File: src/rtl/fpu_pkg.sv
// Shared FPU scheduling types and float-to-int range constants.
package fpu_pkg;

    localparam int NUM_REQ_CFG = 4;
    localparam int IDW = $clog2(NUM_REQ_CFG);

    localparam logic [7:0]  FTOI_OVF_EXP = 8'd158;
    localparam logic [31:0] INT_MIN_F    = 32'hCF00_0000;

    typedef struct packed {
        logic           vld;
        logic [IDW-1:0] id;
        logic           ovf;
    } sched_tag_t;

    // -2^31 is the only float with exponent >= 158 that still fits an int32
    function automatic logic ftoi_ovf(input logic [31:0] op);
        return (op[30:23] >= FTOI_OVF_EXP) && (op != INT_MIN_F);
    endfunction

endpackage

File: src/rtl/rr_arbiter.sv
// Round-robin arbiter; pointer holds the last granted requester.
module rr_arbiter #(
    parameter int NUM_REQ = 4
) (
    input  logic                       clk,
    input  logic                       reset,
    input  logic [NUM_REQ-1:0]         req,
    input  logic                       enable,
    input  logic                       update,
    output logic [NUM_REQ-1:0]         grant,
    output logic [$clog2(NUM_REQ)-1:0] grant_id
);

    localparam int AW = $clog2(NUM_REQ);

    logic [AW-1:0] ptr_q;
    logic [AW-1:0] ptr_d;
    logic [AW-1:0] idx;
    logic          found;
    int            pos;

    always_comb begin
        grant    = '0;
        grant_id = '0;
        found    = 1'b0;
        idx      = '0;
        pos      = 0;
        for (int k = 1; k <= NUM_REQ; k++) begin
            pos = int'(ptr_q) + k;
            if (pos >= NUM_REQ) begin
                pos = pos - NUM_REQ;
            end
            idx = AW'(pos);
            if (enable && !found && req[idx]) begin
                found      = 1'b1;
                grant[idx] = 1'b1;
                grant_id   = idx;
            end
        end
        ptr_d = (update && found) ? grant_id : ptr_q;
    end

    always_ff @(posedge clk or posedge reset) begin
        if (reset) begin
            ptr_q <= AW'(NUM_REQ - 1);
        end else begin
            ptr_q <= ptr_d;
        end
    end

endmodule

File: src/rtl/ftoi_sched.sv
// Shares one fixed-latency ftoi unit among NUM_REQ requesters,
// tagging each op with its requester id and range-error flag.
module ftoi_sched #(
    parameter int NUM_REQ = 4,
    parameter int LAT     = 2,
    parameter int DATA_W  = 32
) (
    input  logic                       clk,
    input  logic                       reset,
    input  logic [NUM_REQ-1:0]         req_valid,
    input  logic [NUM_REQ*DATA_W-1:0]  req_op,
    output logic [NUM_REQ-1:0]         req_ready,
    input  logic                       hold,
    output logic                       drained,
    output logic [DATA_W-1:0]          unit_op,
    input  logic [DATA_W-1:0]          unit_result,
    output logic                       resp_valid,
    output logic [$clog2(NUM_REQ)-1:0] resp_id,
    output logic [DATA_W-1:0]          resp_data,
    output logic                       resp_ovf
);
    import fpu_pkg::*;

    localparam int RIDW = $clog2(NUM_REQ);

    logic [NUM_REQ-1:0] grant;
    logic [RIDW-1:0]    grant_id;
    logic               xfer;
    logic [DATA_W-1:0]  op_sel;
    logic               any_vld;

    sched_tag_t        tag_q [0:LAT];
    sched_tag_t        tag_d [0:LAT];
    logic [DATA_W-1:0] unit_op_q;
    logic [DATA_W-1:0] unit_op_d;
    logic [DATA_W-1:0] resp_data_q;
    logic [DATA_W-1:0] resp_data_d;

    rr_arbiter #(
        .NUM_REQ (NUM_REQ)
    ) u_arb (
        .clk      (clk),
        .reset    (reset),
        .req      (req_valid),
        .enable   (~hold & ~reset),
        .update   (xfer),
        .grant    (grant),
        .grant_id (grant_id)
    );

    assign req_ready = grant;
    assign xfer      = |(req_valid & grant);
    assign op_sel    = req_op[int'(grant_id) * DATA_W +: DATA_W];

    always_comb begin
        unit_op_d = xfer ? op_sel : unit_op_q;
        tag_d[0]  = '0;
        if (xfer) begin
            tag_d[0].vld = 1'b1;
            tag_d[0].id  = IDW'(grant_id);
            tag_d[0].ovf = ftoi_ovf(op_sel);
        end
        for (int k = 1; k <= LAT; k++) begin
            tag_d[k] = tag_q[k-1];
        end
        // stage LAT-1 lines up with unit_result; stage LAT is the response
        resp_data_d = '0;
        if (tag_q[LAT-1].vld && !tag_q[LAT-1].ovf) begin
            resp_data_d = unit_result;
        end
        any_vld = 1'b0;
        for (int k = 0; k <= LAT; k++) begin
            any_vld = any_vld | tag_q[k].vld;
        end
    end

    always_ff @(posedge clk or posedge reset) begin
        if (reset) begin
            unit_op_q   <= '0;
            resp_data_q <= '0;
            for (int k = 0; k <= LAT; k++) begin
                tag_q[k] <= '0;
            end
        end else begin
            unit_op_q   <= unit_op_d;
            resp_data_q <= resp_data_d;
            for (int k = 0; k <= LAT; k++) begin
                tag_q[k] <= tag_d[k];
            end
        end
    end

    assign unit_op    = unit_op_q;
    assign resp_valid = tag_q[LAT].vld;
    assign resp_id    = RIDW'(tag_q[LAT].id);
    assign resp_ovf   = tag_q[LAT].ovf;
    assign resp_data  = resp_data_q;
    assign drained    = hold & ~any_vld & ~reset;

endmodule

File: config.mk
export PLATFORM = sky130hd
export DESIGN_NAME = ftoi_sched
export DESIGN_NICKNAME = d
export VERILOG_FILES = /design/src/rtl/fpu_pkg.sv /design/src/rtl/rr_arbiter.sv /design/src/rtl/ftoi_sched.sv
export SDC_FILE = /design/constraint.sdc
export NUM_CORES = 1
export LEC_CHECK = 0
export CAP_MARGIN = 20
export CORE_UTILIZATION = 43
export CTS_BUF_LIST = sky130_fd_sc_hd__clkbuf_4
export CTS_CLUSTER_SIZE = 10
export DETAILED_ROUTE_END_ITERATION = 10
export PLACE_DENSITY = 0.88
export REMOVE_ABC_BUFFERS = 1
export SLEW_MARGIN = 10
export SYNTH_ARGS = -nofsm -noshare
export SYNTH_HDL_FRONTEND = slang
export SYNTH_SLANG_ARGS = --single-unit
File: constraint.sdc
create_clock -name clk -period 7.48 [get_ports clk]
set_input_delay 0.748 -clock clk [delete_from_list [all_inputs] [get_ports clk]]
set_output_delay 0.748 -clock clk [all_outputs]
set_load 0.05 [all_outputs]
==> run_results.csv <==
group,metric,value,unit
power,report.power.total,2470,µW
worst_setup_path,path_cells,"inv_1 -> ha_1 -> and3b_1 -> a211oi_1 -> a311oi_1 -> a22oi_1 -> nand2_1 -> clkdlybuf4s50_1",
cells_and_area,fin_nets,783,
cts,cts_sinks,78,
die,rows,36,
status,status,"complete, no violations",
route,totalWireLength,12200,µm
placement,place_ws,3.04,ns
synthesis,synth_top_area_cell,"dfrtp_1",
sta,rsz0062_at_grt,"no",
worst_setup_path,crit_path_top_delay_cell,"clkdlybuf4s50_1",
cts,cts_setup_buffers,0,
power,ir_drop,0.168,mV
cts,cts_hold_buf,0,
worst_setup_path,required,6.73,ns
cts,clk_pin_slew,0.12,ns
route,dr.pass1.iters,4,
worst_setup_path,reg2reg_depth,11,
placement,hpwl,9340,µm
synthesis,synth_edf_count,0,
sta,setup-violations-final,0,
synthesis,synth.distinct_cells,47,
sta,drv_slew,0,
cells_and_area,fin_area,0.00696,mm²
cts,numCtsBuffers,9,
die,die-area,0.0104,mm²
cells_and_area,mostFrequentLayoutCells,"clkdlybuf4s50_1 (239), mux2i_1 (82), dfrtp_1 (76), nand2_1 (35), and2_1 (32)",
cts,cts_max_level,3,
route,drt_iter0_drc,114,
synthesis,syn_area,0.00428,mm²
synthesis,synthArstFlopShare,100,%
synthesis,synthFlopType,"dfrtp_1",
synthesis,ys_ff_latch,78,
route,final_antenna_net_count,0,
grt,grt_use_total,23.8,%
synthesis,synth_area_leaders,"dfrtp_1 (44%), mux2i_1 (19%), mux2_2 (7.1%), and2_1 (4.7%), nand2_1 (3.1%)",
sta,final.setup_skew,0.0200,ns
cts,clockBufferDepth,2,
cts,cts_tree,"built",
sta,finalHoldViolCount,0,
sta,tightest_slew,0.971,ns
die,die_y,102,µm
sta,min_period_over_period,61.4,%
synthesis,synth_cells,380,
sta,fmax,218,MHz
cells_and_area,n_antenna_cell,0,
sta,relSlewSlack,35.2,%
min_path,min_path_cells,0,
die,pin_count,240,
worst_setup_path,slowest_delay,0.83,ns
synthesis,synth_top_area_share,44.5,%
route,avgViaCountPerCell,5.02,
worst_setup_path,path_class,"flip-flop to primary output",
die,core,0.00973,mm²
cells_and_area,drive_above_1_share,9.46,%
min_path,hold_class,"flip-flop to flip-flop",
cells_and_area,syn_to_final_growth,62.6,%
route,remaining_drc_errors,0,
route,vias,3745,
synthesis,yosysWarnings,0,
power,p_leak,0.00303,µW
placement,postPlaceCellArea,0.00674,mm²
sta,period_minus_slack,4.59,ns
sta,finalSetupTns,0,ns
placement,gp_congestion,0.866,
grt,grt_overflow_total,0,
worst_setup_path,cp_max_fo,17,
power,power_per_cell_area,355,mW/mm²
grt,grt_max_degree,79,
synthesis,seq_area_frac_synth,45.7,%
route,detail_route.wl_per_cell,16.4,µm
cts,cts-root-buf,"clkbuf_4",
worst_setup_path,endpoint_kind,"primary output",
cells_and_area,layout_commonest_cell,"clkdlybuf4s50_1",
cts,cts_resized,0,
die,start_util,44.0,%
job,drv_cap,0,
grt,grt_pass1_vias,3735,
grt,antenna_found_initial,0,
sta,setup_ws,2.89,ns
worst_setup_path,crit_arrival,3.84,ns
worst_setup_path,cp-start-kind,"flip-flop",
die,die_x,102,µm
grt,grt_pass1_wl,18400,µm
synthesis,syn_area_per_cell,11.3,µm²
cts,clkLatencyLatePin,0.41,ns
placement,portBuffers,239,
-- critical path, delay by kind of cell (launching register included) --
kind | cells | cell delay (ns)
adder cells (fa/ha/maj) | 1 | 0.49
buffers and inverters | 2 | 1.05
flip-flops | 1 | 0.75
AO/OA/AOI/OAI | 3 | 0.77
AND/OR/NAND/NOR | 2 | 0.38
-- kinds of logic after synthesis --
kind of cell | after synthesis | share of synthesized area (%)
DFF | 78 | 45.7
muxes | 113 | 27.3
adders and majority gates | 8 | 2.34
buffers and inverters | 31 | 4.42
AOI/OAI and AO/OA | 43 | 6.84
and+or+nand+nor | 107 | 13.4
-- worst paths after layout --
kind | slack [ns] | end | start
worst max-delay path | 2.89 | req_ready[2] | u_arb.ptr_q[0]
worst min-delay path | 0.36 | tag_d[2] | tag_d[6]
worst max register to register | 3.12 | tag_d[4] | u_arb.ptr_q[0]
worst min register to register | 0.36 | tag_d[2] | tag_d[6]
max in group asynchronous | 5.82 | resp_ovf | reset
min in group asynchronous | 1.02 | resp_data[6] | reset
-- stage by stage --
| step | instances | hold WS [ns] | util [%] |
|---|---|---|---|
| floorplan | 353 | 0.331 | - |
| global placement | 730 | 0.333 | 69.3 |
| detailed placement | 730 | 0.336 | 69.3 |
| CTS | 746 | 0.360 | 71.5 |
| global route | 746 | 0.364 | 71.5 |
| finish | 746 | 0.363 | 71.5 |
-- synth_stat cells (2+ instances only) --
| library cell | instances |
|---|---|
| nor3_1 | 2 |
| nor4_1 | 3 |
| mux2i_1 | 82 |
| a22oi_1 | 8 |
| buf_2 | 12 |
| mux2_1 | 4 |
| nor3b_1 | 3 |
| a21o_1 | 2 |
| mux2_2 | 27 |
| nand3_1 | 5 |
| ha_1 | 8 |
| a211oi_1 | 2 |
| a21oi_1 | 2 |
| dfrtp_1 | 76 |
| nand2b_1 | 4 |
| nand2_1 | 35 |
| a31oi_1 | 2 |
| nor2_1 | 11 |
| and2_1 | 32 |
| clkbuf_1 | 5 |
| nand4b_1 | 2 |
| inv_1 | 4 |
| buf_6 | 2 |
| o21ai_0 | 16 |
| dfstp_2 | 2 |
| buf_4 | 7 |
| a221oi_1 | 2 |
-- power by group --
part	total (µW)	internal [µW]	switching, µW
logic	1450	563	888
registers	659	572	86.9
clock network	358	204	154
-- sequential cells by signal, summed over array words and instances, names as in the netlist --
| name | count |
|---|---|
| tag_d | 8 |
| resp_valid | 1 |
| u_arb.ptr_q | 2 |
| resp_id | 2 |
| unit_op | 32 |
| resp_data | 32 |
| resp_ovf | 1 |
-- final cells by class --
cell class	instances	area (µm²)
Fill cell	715	2770
Clock inverter	7	145
Clock buffer	9	67.6
Inverter	4	16.3
Multi-Input combinational cell	271	2180
Tap cell	133	166
Timing Repair Buffer	244	2430
Sequential cell	78	1950
-- routing by layer --
metal  up-vias  track usage [%]  share of wire (%)
li1       1796                -                  -
met1      1785             27.1                 39
met2       143             42.8                 53
met3        21             7.18                7.0
met4         0             6.91                1.6
met5         -                0                  0
Note: power is estimated with default switching activity, not from simulation.
